**src/rtl/zx_cmd_mailbox.sv**
```systemverilog
// Z80-side end of the loader command channel: decodes I/O writes to one port into a
// 4-phase cpu_cmd/cpu_cmd_en/cpu_cmd_ack handshake and answers reads with a status byte.
module zx_cmd_mailbox #(
  parameter logic [7:0] PORT_ADDR      = 8'h5F,
  parameter int         SYNC_STAGES    = 2,
  parameter int         TIMEOUT_CYCLES = 50_000_000
) (
  input  logic        clk_clk,
  input  logic        reset_reset,
  input  logic [15:0] z80_addr,
  input  logic [7:0]  z80_data_in,
  output logic [7:0]  z80_data_out,
  output logic        z80_data_oe,
  input  logic        z80_iorq_n,
  input  logic        z80_rd_n,
  input  logic        z80_wr_n,
  input  logic        z80_m1_n,
  output logic [7:0]  cpu_cmd,
  output logic        cpu_cmd_en,
  input  logic        cpu_cmd_ack,
  output logic        busy
);

  localparam int SW = 20;
  localparam logic [SW-1:0] SYNC_RST = {4'b1111, 16'h0000};
  localparam int CW = (TIMEOUT_CYCLES > 1) ? $clog2(TIMEOUT_CYCLES) : 1;
  localparam logic [CW-1:0] TO_LAST = CW'(TIMEOUT_CYCLES - 1);

  localparam logic [1:0] S_IDLE = 2'd0;
  localparam logic [1:0] S_REQ  = 2'd1;
  localparam logic [1:0] S_REL  = 2'd2;

  // Only the low address byte is decoded.
  logic unused_addr_hi;
  assign unused_addr_hi = ^z80_addr[15:8];

  // One chain for the whole bus so address/data stay aligned with the strobes.
  logic [SYNC_STAGES-1:0][SW-1:0] sync_q;
  logic [SW-1:0] sync_s;
  logic          iorq_s, rd_s, wr_s, m1_s;
  logic [7:0]    addr_s, data_s;

  always_ff @(posedge clk_clk) begin
    if (reset_reset) begin
      sync_q <= {SYNC_STAGES{SYNC_RST}};
    end else begin
      sync_q[0] <= {z80_iorq_n, z80_rd_n, z80_wr_n, z80_m1_n, z80_addr[7:0], z80_data_in};
      for (int i = 1; i < SYNC_STAGES; i++) sync_q[i] <= sync_q[i-1];
    end
  end

  assign sync_s = sync_q[SYNC_STAGES-1];
  assign {iorq_s, rd_s, wr_s, m1_s, addr_s, data_s} = sync_s;

  logic wr_d, rd_d;
  logic wr_q, wr_prev_q, rd_q, rd_prev_q;
  logic [7:0] data_q;
  logic wr_rise, rd_rise, rd_fall;

  // M1 low with IORQ is an interrupt acknowledge, not a port access.
  assign wr_d = !iorq_s && !wr_s && m1_s && (addr_s == PORT_ADDR);
  assign rd_d = !iorq_s && !rd_s && m1_s && (addr_s == PORT_ADDR);

  assign wr_rise = wr_q && !wr_prev_q;
  assign rd_rise = rd_q && !rd_prev_q;
  assign rd_fall = !rd_q && rd_prev_q;

  logic [1:0]    state_q, state_d;
  logic [CW-1:0] cnt_q, cnt_d;
  logic [7:0]    cmd_q, cmd_d, dout_q, dout_d;
  logic          to_q, to_d, ov_q, ov_d, oe_q, oe_d;
  logic          to_set, ov_set, cnt_hit;

  assign cnt_hit = (cnt_q == TO_LAST);

  always_comb begin
    state_d = state_q;
    cnt_d   = cnt_q;
    cmd_d   = cmd_q;
    dout_d  = dout_q;
    oe_d    = oe_q;
    to_d    = to_q;
    ov_d    = ov_q;
    to_set  = 1'b0;
    ov_set  = 1'b0;
    case (state_q)
      S_IDLE: begin
        cnt_d = '0;
        // A stale ack (e.g. after a REQ timeout) blocks new commands.
        if (wr_rise) begin
          if (!cpu_cmd_ack) begin
            cmd_d   = data_q;
            state_d = S_REQ;
          end else begin
            ov_set = 1'b1;
          end
        end
      end
      S_REQ: begin
        if (wr_rise) ov_set = 1'b1;
        if (cpu_cmd_ack) begin
          state_d = S_REL;
          cnt_d   = '0;
        end else if (cnt_hit) begin
          to_set  = 1'b1;
          state_d = S_IDLE;
          cnt_d   = '0;
        end else begin
          cnt_d = cnt_q + 1'b1;
        end
      end
      S_REL: begin
        if (wr_rise) ov_set = 1'b1;
        if (!cpu_cmd_ack) begin
          state_d = S_IDLE;
          cnt_d   = '0;
        end else if (cnt_hit) begin
          to_set  = 1'b1;
          state_d = S_IDLE;
          cnt_d   = '0;
        end else begin
          cnt_d = cnt_q + 1'b1;
        end
      end
      default: begin
        state_d = S_IDLE;
        cnt_d   = '0;
      end
    endcase
    // A write on the same edge as a read takes precedence; the read is dropped.
    if (rd_rise && !wr_rise) begin
      dout_d = {state_q != S_IDLE, 5'b0, to_q, ov_q};
      oe_d   = 1'b1;
    end
    if (rd_fall && oe_q) begin
      oe_d = 1'b0;
      to_d = 1'b0;
      ov_d = 1'b0;
    end
    if (to_set) to_d = 1'b1;
    if (ov_set) ov_d = 1'b1;
  end

  always_ff @(posedge clk_clk) begin
    if (reset_reset) begin
      wr_q      <= 1'b0;
      wr_prev_q <= 1'b0;
      rd_q      <= 1'b0;
      rd_prev_q <= 1'b0;
      data_q    <= '0;
      state_q   <= S_IDLE;
      cnt_q     <= '0;
      cmd_q     <= '0;
      dout_q    <= '0;
      oe_q      <= 1'b0;
      to_q      <= 1'b0;
      ov_q      <= 1'b0;
    end else begin
      wr_q      <= wr_d;
      wr_prev_q <= wr_q;
      rd_q      <= rd_d;
      rd_prev_q <= rd_q;
      data_q    <= data_s;
      state_q   <= state_d;
      cnt_q     <= cnt_d;
      cmd_q     <= cmd_d;
      dout_q    <= dout_d;
      oe_q      <= oe_d;
      to_q      <= to_d;
      ov_q      <= ov_d;
    end
  end

  assign cpu_cmd      = cmd_q;
  assign cpu_cmd_en   = (state_q == S_REQ);
  assign busy         = (state_q != S_IDLE);
  assign z80_data_out = dout_q;
  assign z80_data_oe  = oe_q;

endmodule

```
**config.mk**
```make
export PLATFORM = sky130hd
export DESIGN_NAME = zx_cmd_mailbox
export DESIGN_NICKNAME = d
export VERILOG_FILES = /design/src/rtl/zx_cmd_mailbox.sv
export SDC_FILE = /design/constraint.sdc
export NUM_CORES = 1
export LEC_CHECK = 0
export BUFFER_PORTS_ARGS = -buffer_cell sky130_fd_sc_hd__clkbuf_2
export CAP_MARGIN = 25
export CORE_UTILIZATION = 50
export CTS_BUF_LIST = sky130_fd_sc_hd__clkbuf_8
export DETAILED_ROUTE_END_ITERATION = 6
export PLACE_DENSITY = 0.74
export SETUP_SLACK_MARGIN = 0.4
export SYNTH_ARGS = -nofsm -noshare
export SYNTH_HDL_FRONTEND = slang
export SYNTH_SLANG_ARGS = --single-unit
```
**constraint.sdc**
```tcl
create_clock -name clk_clk -period 1.86 [get_ports clk_clk]
set_input_delay 0.465 -clock clk_clk [delete_from_list [all_inputs] [get_ports clk_clk]]
set_output_delay 0.465 -clock clk_clk [all_outputs]
set_load 0.05 [all_outputs]
```
# [Word level (Yosys, flattened, before mapping)]
# Cells that the tools add are included.
[totals] mem_count=0 latch_bits=0 register_bits=94 ram_bits=0 romBits=0 input_bits=31
[classes] n_reduce_logical=26 bitwise_logic=1 add_sub_neg=1 div_mod_pow=0 n_lt_le_gt_ge=0 mux=21 mul=0 n_eq_ne=6 shifts=0
[ops] operator="26-bit two-way mux" n=3
[ops] operator="26-bit case mux with 2 select lines" n=1
[ops] operator="26-bit by 1-bit adder with 26-bit output (second input constant)" n=1
[ops] operator="26-bit == test (second input constant)" n=1
[ops] operator="1-bit logical AND" n=11
[ops] operator="2-bit two-way mux" n=5
[ops] operator="1-bit two-way mux" n=9
[ops] operator="8-bit by 7-bit == test with 1-bit output (second input constant)" n=1
[ops] operator="1-bit zero test" n=7
[ops] operator="2-bit case mux with 3 select lines" n=1
[ops] operator="2-bit nonzero test" n=3
[ops] operator="2-bit != test (second input constant)" n=2
[ops] operator="1-bit case mux with 2 select lines" n=2
[ops] operator="2-bit OR reduction" n=2
[ops] operator="3-bit AND reduction" n=1
[ops] operator="2-bit by 1-bit == test with 1-bit output (second input constant)" n=1
[ops] operator="2-bit == test (second input constant)" n=1
[ops] operator="2-bit zero test" n=1
[ops] operator="2-bit AND reduction" n=1
[ops] operator="1-bit NOT" n=1

# [Logic depth before layout (Yosys ltp)]
# Gate-level depths: netlist of the first run.
[depth] ltp_word=5 ltp_mapped=7 ltp_nobuf=6

# [Least setup slack after synthesis of the first run]
# OpenSTA, ideal clock, no wires.
[synth_timing] path_kind="flip-flop to flip-flop" startpoint="reg cnt_q[0]" endpoint="reg cnt_q[20]" arrival_ns=1.942 path_slack_ns=-0.153 path_stages_with_launch=8 cell_sequence="dfxtp_1 ha_1 clkbuf_1 inv_1 or4_1 clkbuf_1 or3_1 a21oi_1"
[synth_between] elab_chain_len=4 word_cells_on_any_way=6 classes_between="add/sub (1); eq/ne (1); mux (4)"
[synth_lines] element="start, declared" line="69" source="logic [CW-1:0] cnt_q, cnt_d;"
[synth_lines] element="start signal, assigned" line="165" source="cnt_q <= cnt_d;"
[synth_lines] element="26-bit by 1-bit adder with 26-bit output or 26-bit == test (tied branches)" line="109, 122, 74"
[synth_lines] element="26-bit two-way mux (*)" line="104, 117"
[synth_lines] element="26-bit two-way mux, on equally long branches" line="114, 101"
[synth_lines] element="26-bit case mux with 2 select lines (*)" line="86" source="case (state_q)"
# Every way passes the cells marked *; elsewhere a longest branch is shown, timed or not.
# A chain may end at the register's enable or synchronous reset.

# [Worst setup path after layout of the first run]
[layout_timing] startpoint="reg cnt_q[8]" endpoint="reg cnt_q[4]"
[layout_between] elab_chain_len=4 word_cells_on_any_way=5 classes_between="eq/ne (1); mux (4)"
[layout_lines] element="26-bit == test (*)" line="74" source="assign cnt_hit = (cnt_q == TO_LAST);"
[layout_lines] element="26-bit two-way mux (*)" line="104, 117"
[layout_lines] element="26-bit two-way mux, on equally long branches" line="114, 101"
[layout_lines] element="26-bit case mux with 2 select lines (*)" line="86"
# Marked as above.

==> results of run 1 <==
## worst max-delay path by stage
stage	from	end	slack, ps	depth (start not counted)
after detailed placement	cnt_q[5]	cnt_q[25]	-9	4
after global routing	cnt_q[6]	cnt_q[20]	-3	6
after global placement	cnt_q[6]	cnt_q[25]	40	4
after floorplan	cnt_q[4]	cnt_q[23]	40	5
final	cnt_q[8]	cnt_q[4]	40	7
after CTS	cnt_q[13]	cnt_q[24]	60	5
## worst max-delay path: stages, from the launching register on
cell and delay, ps:
dfxtp_4 370, buf_6 130, nor4b_4 240, nand4_1 240
o31ai_4 350, buf_6 170, buf_8 140, nor2_1 50
## cell usage after synthesis (2+ instances only)
| cell | n |
|---|---|
| a21o_1 | 2 |
| a21oi_1 | 22 |
| a31oi_1 | 2 |
| and3_1 | 2 |
| and4_1 | 3 |
| buf_4 | 5 |
| clkbuf_1 | 12 |
| dfxtp_1 | 94 |
| ha_1 | 5 |
| inv_1 | 10 |
| mux2i_1 | 3 |
| nand2_1 | 28 |
| nand3_1 | 13 |
| nand4_1 | 5 |
| nand4_2 | 2 |
| nand4b_1 | 3 |
| nor2_1 | 24 |
| nor2b_1 | 41 |
| nor3_1 | 5 |
| nor3b_1 | 3 |
| nor4_1 | 4 |
| nor4b_1 | 4 |
| nor4bb_1 | 2 |
| o21ai_0 | 7 |
| o31ai_1 | 5 |
| or2_2 | 8 |
| or3_1 | 8 |
| or4_1 | 4 |
| or4_4 | 2 |
| xnor2_1 | 8 |
| xor2_1 | 4 |
## placed cells by master (no fill, tap or decap), types with 3 or more instances in the layout
cell type and instances:
nor2b_1 41, nor4_1 4, nand4_1 5, a21oi_2 10
xor2_1 4, nand3_1 10, or2_2 8, buf_2 6
buf_4 29, dfxtp_1 79, nor3_1 4, conb_1 5
ha_4 3, o21ai_0 7, inv_6 4, or4_4 6
clkbuf_2 24, buf_6 9, inv_1 8, nor2_1 15
nand4b_1 3, a21oi_1 13, dfxtp_4 9, or3_1 6
nand2_1 28, clkbuf_8 9, clkbuf_4 3, nor2_4 8
xnor2_1 7, dfxtp_2 6
## metrics by stage
stage / hold slack, ps / instances / TNS [ps]
3_5_place_dp: 373 / 466 / -9.47
5_1_grt: 278 / 509 / -3.17
3_3_place_gp: 372 / 466 / 0
2_1_floorplan: 368 / 358 / 0
4_1_cts: 278 / 506 / 0
6_report: 296 / 509 / 0
## what timing repair did
action | CTS | global route
hold buffers | 0 | 0
setup buffers | 21 | 3
gates resized for setup | 35 | 62
setup endpoints to repair | 33 | 37
gates cloned | 3 | 0
pin swaps | 14 | 15
## sequential cells by signal, summed over array words and instances, names as in the netlist, 2 cells and up
register and flops:
cnt_q 26, data_q 8, state_q 2, cpu_cmd 8, sync_s 20, sync_q 20
z80_data_out 3
## cells by family (layout without fill, tap and decap cells)
family,after synthesis,after routing,synth area share [%]
AO/OA/AOI/OAI,45,45,7.84
XOR/XNOR,12,12,3.06
adder cells (fa/ha/maj),5,5,1.82
buffers and inverters,30,103,4.08
flip-flops,94,94,54.8
multiplexers,3,3,0.875
other,1,5,0.109
AND/OR/NAND/NOR,164,165,27.4
## final cells by class
type,instances,area share (%)
clock inverters,7,1.20
inverters,10,0.926
repair buffers,77,13.3
clock buffers,9,2.70
flip-flops and latches,94,41.9
multi-input cells,235,37.9
well taps,77,2.10
## routing by layer
| layer | up-vias | GRT usage, % | part of all wire (%) |
|---|---|---|---|
| met5 | - | 0 | 0 |
| met4 | 0 | 10.0 | 3.0 |
| met3 | 17 | 3.70 | 2.8 |
| met2 | 60 | 32.6 | 50 |
| met1 | 1252 | 23.4 | 45 |
| li1 | 1345 | - | - |
## where the power goes
group / switching (mW) / total, mW / internal [mW]
clock network: 0.723 / 1.23 / 0.503
logic: 0.0589 / 0.106 / 0.0471
registers: 0.00848 / 2.05 / 2.04
==> results.yml, run 1 <==
cts:
  cts_tree: "done"
  cts_sinks: 94
  clockBufferDepth: 2
  clock-root-buffer: "clkbuf_8"
  cts_buffers: 9
  htree_levels: 3
  clkLatencyLatePin_ps: 350
  clk_pin_slew_ps: 90
outcome:
  status: "finished with violations"
  violations: "DRC"
setup_path:
  startpoint_type: "flip-flop"
  r2r-end: "cnt_q[4]"
  arrival_ps: 2060
  cp_data_required_time_ps: 2100
  path_class: "flip-flop to flip-flop"
  worst_r2r_path_depth: 7
  crit_fanout: 6
  reg2reg_from: "cnt_q[8]"
  r2r_slack_ps: 40
  critPathCaptureType: "flip-flop"
finish:
  final_core_util_pct: 70.7
  diodes: 0
  drive_above_1_share_pct: 39.1
  fin_area_um2: 4590
  multiInputGateArea_um2: 1740
  num-fill-cells: 438
  nets: 463
  syn_to_final_growth_pct: 33.7
  final-seq-area_um2: 1920
synth:
  synth_cell_type_count: 45
  syn_inst: 354
  synthArstFlopShare_pct: 0
  ys_ff_latch: 94
  synth_ff_type: "dfxtp_1"
  synth.avg_cell_area_um2: 9.70
  netlist_area_um2: 3430
  synth_top_area_share_pct: 54.8
  yosysTopAreaCell: "dfxtp_1"
  ys_top_cells_by_area: "dfxtp_1 (55%), nor2b_1 (7.5%), a21oi_1 (3.2%), nand2_1 (3.1%), nor2_1 (2.6%)"
  ys_seq_area_share_pct: 54.8
  synth_warnings: 0
  synth-edff-count: 0
floorplanning:
  dieArea_um2: 7200
  core_um2: 6490
  die-width_um: 84.9
  initial_core_util_pct: 52.9
  row_count: 29
  die_h_um: 84.9
  pin_count: 50
drt:
  viasPerCell: 5.25
  num_vias: 2674
  drc: 4
  first_pass_iters: 7
  drt_iter0_drc: 157
  wire_per_inst_um: 14.0
  antenna_left: 0
  wl_um: 7110
pwr:
  power_density_nw_per_um2: 736
  ir_worst_vdd_mv: 0.573
  finalPower_mw: 3.38
  power.leakage_nw: 1.69
timing:
  fin_crit_sh_pct: 97.8
  setup_viol: 0
  finalHoldViolCount: 0
  maxSlewViolCount: 0
  worst_slack_ps: 40.3
  period_minus_slack_ps: 1820
  skew_ps: 9.36
  rsz0062_at_grt: "yes"
  fmax_mhz: 550
grt:
  first_global_vias: 2392
  grt_max_degree: 68
  grt_pass1_wl_um: 10800
  grt_antenna_before_repair: 0
  globalRoute.totalOverflow: 0
  track_usage_pct: 19.3
hold_path:
  hold_depth: 2
  hold_path.class: "input port to flip-flop"
  holdPathEnd: "sync_q[18]"
  hold_path.startpoint: "z80_rd_n"
placed_design:
  port_buffers: 36
  gp_congestion: 0.821
  dp_slack_ps: -9.47
  hpwlAfterDp_um: 3810
  placed_area_um2: 3860
job:
  maxCapViolations: 0
Note: power is estimated with default switching activity, not from simulation.
==> run 2: changes to the inputs <==
--- a/config.mk
+++ b/config.mk
@@ -10,7 +10,7 @@
 export CORE_UTILIZATION = 50
 export CTS_BUF_LIST = sky130_fd_sc_hd__clkbuf_8
 export DETAILED_ROUTE_END_ITERATION = 6
-export PLACE_DENSITY = 0.74
+export PLACE_DENSITY = 0.71
 export SETUP_SLACK_MARGIN = 0.4
 export SYNTH_ARGS = -nofsm -noshare
 export SYNTH_HDL_FRONTEND = slang
==> constraint.sdc (replaced) <==
create_clock -name clk_clk -period 2.2 [get_ports clk_clk]
set_input_delay 0.55 -clock clk_clk [delete_from_list [all_inputs] [get_ports clk_clk]]
set_output_delay 0.55 -clock clk_clk [all_outputs]
set_load 0.05 [all_outputs]
==> results.yml, run 2 (synthesis gave the netlist of run 1 again) <==
drt:
  num_vias: 2592
  first_pass_iters: 7
  drc: 5
  wire_per_inst_um: 12.8
  drt_iter0_drc: 111
  antenna_left: 0
  viasPerCell: 5.26
  wl_um: 6330
timing:
  setup_viol: 0
  maxSlewViolCount: 0
  worst_slack_ps: 383
  finalHoldViolCount: 0
  fin_crit_sh_pct: 82.6
  fin_setup_tns_ps: 0
  skew_ps: 8.71
  fmax_mhz: 550
  period_minus_slack_ps: 1820
  relSlewSlack_pct: 52.5
  tightest_slew_ps: 711
  rsz0062_at_grt: "yes"
pwr:
  p_sw_share_pct: 23.2
  ir_worst_vdd_mv: 0.484
  p_int_mw: 2.22
  combPwrFrac_pct: 3.1
  pwr-share-seq_pct: 59.7
  power.leakage_nw: 1.57
  clkPwrFrac_pct: 37.2
  netSwitchingPower_mw: 0.671
  power_density_nw_per_um2: 679
cts:
  cts_sinks: 94
  cts_buffers: 9
  cts_tree: "done"
  clockBufferDepth: 2
  clkLatencyLatePin_ps: 360
  clock-root-buffer: "clkbuf_8"
  htree_levels: 3
  clk_pin_slew_ps: 90
finish:
  diodes: 0
  top_register: "cnt_q"
  nets: 447
  final_common_cell: "dfxtp_1"
  finalNonFillerCells: 493
  fin_area_um2: 4250
  largest_reg_flops: 26
  layout_common_cells: "dfxtp_1 (78), nor2b_1 (41), clkbuf_2 (34), nand2_1 (28), nor2_1 (24)"
  drive_above_1_share_pct: 30.5
  syn_to_final_growth_pct: 23.8
setup_path:
  startpoint_type: "flip-flop"
  critPathCaptureType: "flip-flop"
  cp_data_required_time_ps: 2490
  arrival_ps: 2110
  worst_r2r_path_depth: 4
  path_class: "flip-flop to flip-flop"
  r2r-end: "cnt_q[21]"
  crit_fanout: 5
  r2r_slack_ps: 380
  reg2reg_from: "cnt_q[4]"
floorplanning:
  row_count: 29
  initial_core_util_pct: 52.9
  die_h_um: 84.9
  dieArea_um2: 7200
  core_um2: 6490
  pin_count: 50
  die-width_um: 84.9
grt:
  first_global_vias: 2280
  grt_antenna_before_repair: 0
  track_usage_pct: 18.1
  globalRoute.totalOverflow: 0
  grt_max_degree: 68
  grt_pass1_wl_um: 10300
hold_path:
  hold_path.startpoint: "z80_iorq_n"
  hold_depth: 2
  hold_path.class: "input port to flip-flop"
  holdPathEnd: "sync_q[19]"
outcome:
  violations: "DRC"
  status: "finished with violations"
placed_design:
  dp_slack_ps: 169
  port_buffers: 36
  gp_congestion: 0.784
  placed_area_um2: 3720
  hpwlAfterDp_um: 3790
  dp_cells: 454
job:
  maxCapViolations: 0
-- run 2: cell count changes in the layout (fill, tap and decap cells not counted), moves of 3 or more --
cell and change:
clkbuf_2 +10, nor2_1 +9, buf_4 -8, nor2_4 -8, buf_6 -7, dfxtp_4 +7
buf_2 -6, dfxtp_2 -6, a21oi_1 +4, a21oi_2 -4, clkbuf_4 -3, clkbuf_8 +3
nor4b_1 +3
-- run 2: critical path: stages, from the launching register on --
cell,delay (ps)
dfxtp_4,370
nand4_4,120
or4_4,590
or4_4,540
a21oi_2,130
-- run 2: final cells by class --
cell class,count,area (µm²)
timing repair buffer,61,418
tap,77,96.3
fill,524,2240
sequential,94,1940
clock buffer,10,138
clock inverter,6,48.8
multi-input combinational,235,1570
inverter,10,40.0
-- run 2: power groups by stage --
stage	registers [mW]	clock network (mW)	logic [mW]
2_1_floorplan	1.78	0	0.0682
3_3_place_gp	1.78	0	0.0880
3_5_place_dp	1.78	0	0.0895
4_1_cts	1.73	1.10	0.0897
5_1_grt	1.73	1.18	0.0982
6_report	1.72	1.08	0.0884
-- run 2: worst max path at each step --
stage / start / endpoint / slack [ps] / cells after the start
global placement: cnt_q[6] / cnt_q[25] / 270 / 4
floorplan: cnt_q[4] / cnt_q[23] / 380 / 5
global route: cnt_q[4] / cnt_q[21] / 330 / 4
CTS: state_q[0] / busy / 340 / 4
finish: cnt_q[4] / cnt_q[21] / 380 / 4
detailed placement: cpu_cmd_ack / cnt_q[19] / 170 / 6
-- run 2: repair_timing --
item	in CTS	in global routing
setup buffers	16	5
endpoints found under the hold margin	0	0
pin swaps	8	10
setup endpoints to repair	26	27
resized for setup	21	29
cloned	1	1
hold buffers	0	0
-- run 2: layer usage --
metal  GRT usage, %  vias to the layer above  routed length (µm)
met3           3.50                       10                 240
met4           8.94                        0                 116
met1           23.7                     1198                3000
met2           28.7                       59                2970
li1               -                     1325                   -
met5              0                        -                   0
-- run 2: metrics by stage --
stage | util (%) | hold slack [ps] | total power, mW
3_5_place_dp | 57.3 | 371 | 1.87
3_3_place_gp | 57.3 | 373 | 1.87
4_1_cts | 63.3 | 356 | 2.93
5_1_grt | 65.5 | 358 | 3.01
2_1_floorplan | - | 368 | 1.85
6_report | 65.5 | 370 | 2.89
